**src/rtl/dpu_core.sv**
```systemverilog
// dpu_core: 16x8 register-file datapath with flag ALU and registered pixel port.
// Define DPU_AUTO_OUT_EN to reload Kbus on every edge and ignore outEnable.
module dpu_core (
  input  logic        clk,
  input  logic        rst_n,
  input  logic [3:0]  Abus,
  input  logic [3:0]  Bbus,
  input  logic [3:0]  Rbus,
  input  logic [3:0]  n,
  input  logic [7:0]  mData,
  input  logic        outEnable,
  output logic [3:0]  cc,
  output logic [23:0] Kbus
);

  typedef enum logic [3:0] {
    OP_ADD  = 4'd0,
    OP_SUB  = 4'd1,
    OP_SHL  = 4'd2,
    OP_SHR  = 4'd3,
    OP_AND  = 4'd4,
    OP_OR   = 4'd5,
    OP_CMP  = 4'd6,
    OP_MOV  = 4'd7,
    OP_LOAD = 4'd8
  } op_e;

  localparam logic [3:0] R_ONE  = 4'd12;
  localparam logic [3:0] R_ZERO = 4'd13;

  logic [7:0]  regs_q [16];
  logic [3:0]  cc_q, cc_d;
  logic [23:0] kbus_q, kbus_d;

  logic [7:0]  a, b;
  logic [7:0]  res;
  logic        wr_en, cc_en;
  logic        c_flag, v_flag;
  logic [8:0]  sum9, dif9;

  function automatic logic [7:0] rd(input logic [3:0] idx,
                                    input logic [7:0] val);
    if (idx == R_ONE)       rd = 8'h01;
    else if (idx == R_ZERO) rd = 8'h00;
    else                    rd = val;
  endfunction

  assign a = rd(Abus, regs_q[Abus]);
  assign b = rd(Bbus, regs_q[Bbus]);

  assign sum9 = {1'b0, a} + {1'b0, b};
  assign dif9 = {1'b0, a} - {1'b0, b};

  always_comb begin
    res    = 8'h00;
    wr_en  = 1'b0;
    cc_en  = 1'b0;
    c_flag = 1'b0;
    v_flag = 1'b0;
    unique case (n)
      OP_ADD: begin
        res    = sum9[7:0];
        c_flag = sum9[8];
        v_flag = (a[7] == b[7]) && (res[7] != a[7]);
        wr_en  = 1'b1;
        cc_en  = 1'b1;
      end
      OP_SUB, OP_CMP: begin
        res    = dif9[7:0];
        // C is the inverted borrow
        c_flag = ~dif9[8];
        v_flag = (a[7] != b[7]) && (res[7] != a[7]);
        wr_en  = (n == OP_SUB);
        cc_en  = 1'b1;
      end
      OP_SHL: begin
        res    = {a[6:0], 1'b0};
        c_flag = a[7];
        wr_en  = 1'b1;
        cc_en  = 1'b1;
      end
      OP_SHR: begin
        res    = {a[7], a[7:1]};
        c_flag = a[0];
        wr_en  = 1'b1;
        cc_en  = 1'b1;
      end
      OP_AND: begin
        res   = a & b;
        wr_en = 1'b1;
        cc_en = 1'b1;
      end
      OP_OR: begin
        res   = a | b;
        wr_en = 1'b1;
        cc_en = 1'b1;
      end
      OP_MOV: begin
        res   = a;
        wr_en = 1'b1;
        cc_en = 1'b1;
      end
      OP_LOAD: begin
        res   = mData;
        wr_en = 1'b1;
      end
      default: begin
        res = 8'h00;
      end
    endcase
  end

  always_comb begin
    cc_d = cc_q;
    if (cc_en) cc_d = {res[7], (res == 8'h00), c_flag, v_flag};
  end

  always_comb begin
    kbus_d = kbus_q;
`ifdef DPU_AUTO_OUT_EN
    kbus_d = {regs_q[9], regs_q[10], regs_q[11]};
`else
    if (outEnable) kbus_d = {regs_q[9], regs_q[10], regs_q[11]};
`endif
  end

`ifdef DPU_AUTO_OUT_EN
  logic unused_oe;
  assign unused_oe = outEnable;
`endif

  always_ff @(posedge clk or negedge rst_n) begin
    if (!rst_n) begin
      for (int i = 0; i < 16; i++) regs_q[i] <= 8'h00;
    end else if (wr_en && Rbus != R_ONE && Rbus != R_ZERO) begin
      regs_q[Rbus] <= res;
    end
  end

  always_ff @(posedge clk or negedge rst_n) begin
    if (!rst_n) begin
      cc_q   <= 4'b0000;
      kbus_q <= 24'h0;
    end else begin
      cc_q   <= cc_d;
      kbus_q <= kbus_d;
    end
  end

  assign cc   = cc_q;
  assign Kbus = kbus_q;

endmodule

```
**config.mk**
```make
export PLATFORM = sky130hd
export DESIGN_NAME = dpu_core
export DESIGN_NICKNAME = d
export VERILOG_FILES = /design/src/rtl/dpu_core.sv
export SDC_FILE = /design/constraint.sdc
export NUM_CORES = 1
export LEC_CHECK = 0
export ABC_AREA = 1
export ABC_CLOCK_PERIOD_IN_PS = 4100
export CORE_MARGIN = 5
export CORE_UTILIZATION = 25
export DETAILED_ROUTE_END_ITERATION = 10
export PLACE_DENSITY = 0.38
export SYNTH_ARGS = -nofsm -noshare
export SYNTH_HDL_FRONTEND = slang
export SYNTH_SLANG_ARGS = --single-unit
```
**constraint.sdc**
```tcl
create_clock -name clk -period 4.1 [get_ports clk]
set_clock_uncertainty 0.2 [all_clocks]
set_input_delay 0.41 -clock clk [delete_from_list [all_inputs] [get_ports clk]]
set_output_delay 0.41 -clock clk [all_outputs]
set_load 0.01 [all_outputs]
```
==> flow_summary.yaml <==
floorplanning:
  die_w_microns: 203
  dieArea_sq_um: 41200
  core_sq_um: 36700
  core.rowCount: 70
  initial_core_util: 0.254
  die_y_microns: 203
  ios: 55
placed_design:
  dpl.hpwl_microns: 28300
  place_ws_ns: -0.315
  post-place-cells: 1881
  place_congestion: 0.848
  port_buffers: 54
worst_setup_path:
  critPathMaxFanout: 8
  worstPathRequired_ns: 4.19
  rr_startpoint: "regs_q[72]$_DFFE_PN0P_"
  critPathMaxStageDelay_ns: 0.52
  crit_arrival_ns: 3.92
  path_delay_family: "simple AND/OR/NAND/NOR gates"
  cp_cell_sequence: "clkdlybuf4s50_1, inv_2, nand2_1, inv_2, buf_4, nand2_1, nand3_1, o221ai_1, nand3_1, nand2_1, ha_1, nor2_1, nand4_1, nand3_1, nand2_1, nand3_1, nand2_1, nor2_1, nand2_2, buf_12, nand2_1, o21ai_0"
  reg2reg_depth: 18
  r2r-end: "regs_q[62]$_DFFE_PN0P_"
  regToRegSetupSlack_ns: 0.60
  cp_common_cell: "nand2_1"
  crit_path_end_kind: "flip-flop"
  worstSetupPathType: "primary input to flip-flop"
  cpMaxStageDelayCell: "clkdlybuf4s50_1"
  setup.worst_path.start_class: "primary input"
  critPathBufInv: 5
cts:
  clockRootBuffer: "clkbuf_16"
  htree_levels: 4
  clock_path_buffers: 2
  cts_tree: "yes"
  clk_pin_slew_ns: 0.07
  clock-sinks: 148
  cts_buffers: 17
  insertion_delay_ns: 0.44
route:
  drt-total-wl_microns: 37500
  drc: 0
  vias: 9120
  viasPerCell: 4.76
  wl_per_cell_microns: 19.6
  first_iter_violations: 711
  ant_nets: 0
  first_pass_iters: 6
power:
  p_seq_frac: 0.386
  leakage_nw: 5.60
  powerDensity_nw_per_um2: 438
  p_comb_frac: 0.314
  netSwitchingPower_mw: 1.90
  switching_share: 0.368
  finalPower_mw: 5.15
  internal_power_mw: 3.26
  vdd_ir_drop_max_v: 0.000227
  clkPwrFrac: 0.299
synthesis:
  synthMuxAreaShare: 0.0193
  yosysMostFrequentCell: "nand2_1"
  ys_top_cells_by_count: "nand2_1 (412), dfrtp_1 (148), inv_1 (122)"
  synth-compound-area-share: 0.160
  synth-async-reset-ratio: 1.00
  synth_seq_cells: 148
  synth_cells: 1297
  synth_top_area_share: 0.398
  dominantRegCellSynth: "dfrtp_1"
  syn_nets: 1350
  synth.avg_cell_area_sq_um: 7.18
  synthAdderAreaFrac: 0.0365
  ys_types: 46
  synth_seq_area_share: 0.398
  synth.largest_area_cell: "dfrtp_1"
  synth_xor_area_frac: 0.000941
  synth_warnings: 0
  syn-cell-area_sq_um: 9310
  synth_top_family_by_area: "simple AND/OR/NAND/NOR gates"
  synth_edf_count: 0
  yosys.area_share.simple: 0.287
  netlist_top_cells_area: "dfrtp_1 (40%), nand2_1 (17%), nand3_1 (5.2%), inv_1 (4.9%), o21ai_0 (4.2%)"
timing:
  rsz0062_at_grt: "false"
  whs_ns: 0.178
  finalHoldViolCount: 0
  period_needed_ns: 3.83
  fin_ws_ns: 0.274
  final_max_slew_viol_count: 0
  period_share: 0.933
  tightest_slew_ns: 0.971
  fmax_mhz: 261
  maxSlewHeadroom: 0.350
  setup_viol: 0
finish:
  syn_to_final_growth_pct: 26.4
  layout-drive-gt1-share: 0.169
  fill_cells: 4016
  antennaDiodeCount: 0
  layout.cells.non_filler: 1915
  layout.nets: 1487
global_routing:
  grt_pass1_wl_microns: 57000
  grt_pass1_vias: 8998
  antenna_found_initial: 0
  grt_overflow_total: 0
  grt_max_degree: 86
  grt_use_total: 0.182
hold_path:
  min_to: "regs_q[31]$_DFFE_PN0P_"
  hp-class: "flip-flop to flip-flop"
  hold_depth: 0
  worstHoldStart: "regs_q[31]$_DFFE_PN0P_"
run_status:
  status: "complete, no violations"
run:
  cap_violations: 0
how the worst max path moves through the flow:
stage / from / endpoint / slack [ns] / cells after the start
after floorplan: Bbus[0] / regs_q[44]$_DFFE_PN0P_ / 0.61 / 24
after global placement: Bbus[0] / cc[2]$_DFFE_PN0P_ / -0.33 / 20
after detailed placement: Bbus[0] / regs_q[50]$_DFFE_PN0P_ / -0.32 / 18
after CTS: Bbus[0] / regs_q[50]$_DFFE_PN0P_ / 0.13 / 18
after global routing: Bbus[1] / regs_q[85]$_DFFE_PN0P_ / 0.02 / 21
final: Bbus[1] / regs_q[77]$_DFFE_PN0P_ / 0.27 / 22
worst register-to-register path, cell delays in order (launching register included):
cell and delay, ns:
dfrtp_1 0.39, o21ai_0 0.21, o2111ai_1 0.18, buf_4 0.17
a31oi_1 0.26, a22oi_2 0.16, ha_2 0.24, fa_1 0.47
inv_1 0.11, nand4_1 0.14, nand3_1 0.11, nand2_1 0.07
nand3_1 0.07, nand2_1 0.08, nor2_2 0.15, nand2_4 0.08
buf_4 0.17, nand2_1 0.05, o21ai_0 0.08
layout by cell type (no fill, tap or decap), drive strengths merged, types with 3 or more instances in the layout:
cell and instances:
nand3 99, buf 127, a22oi 10, ha 24, clkinv 9, nand4 15
o221ai 8, clkdlybuf4s50 51, clkbuf 17, dfrtp 148, o21ai 154, nand2 418
nor2 95, mux2 16, inv 153, a221oi 5, a21oi 70, o2111ai 3
o211ai 6
repair_timing:
action	CTS	global route
hold endpoints to repair	83	0
hold buffers	1	0
buffers inserted	0	1
gates resized for setup	0	7
endpoints found under the setup margin	0	66
stage by stage:
| step | setup TNS, ns | cell area, sq um | utilization |
|---|---|---|---|
| 4_1_cts | 0 | 11700 | 0.320 |
| 2_1_floorplan | 0 | 9310 | - |
| 5_1_grt | 0 | 11800 | 0.321 |
| 3_5_place_dp | -24.11 | 11200 | 0.305 |
| 3_3_place_gp | -23.18 | 11200 | 0.305 |
| 6_report | 0 | 11800 | 0.321 |
cells by family (layout without fill, tap and decap cells):
group                      after synthesis  after routing
AOI/OAI and AO/OA                      262            262
xor gates and xnor gates                 1              1
adders and majority gates               26             26
buffers and inverters                  209            359
DFF                                    148            148
muxes                                   16             16
and+or+nand+nor                        635            635
registers in the layout, summed over array words and instances, names as in the netlist:
register  count
Kbus         24
cc            4
regs_q      120
layout make-up:
| type | instances | area (sq um) | area share |
|---|---|---|---|
| inverter | 147 | 554 | 0.0471 |
| sequential | 148 | 3700 | 0.315 |
| multi-input combinational | 940 | 4700 | 0.400 |
| timing repair buffer | 180 | 1670 | 0.142 |
| tap | 468 | 586 | 0.0497 |
| clock inverter | 15 | 134 | 0.0114 |
| clock buffer | 17 | 425 | 0.0361 |
layer usage:
layer  vias to the layer above  global-route usage  part of all wire
met5                         -                   0                 0
met4                         0              0.0407             0.016
met3                        31              0.0275             0.044
met2                       263               0.291              0.46
met1                      4347               0.262              0.48
li1                       4479                   -                 -
power by group through the flow:
stage	logic [mW]	clock network [mW]	registers, mW
floorplan	0.900	0	1.96
global placement	1.62	0	2.02
detailed placement	1.62	0	2.01
CTS	1.63	1.58	1.99
global route	1.81	1.64	2.03
finish	1.62	1.54	1.99
Power figures use the tool's default switching activity.
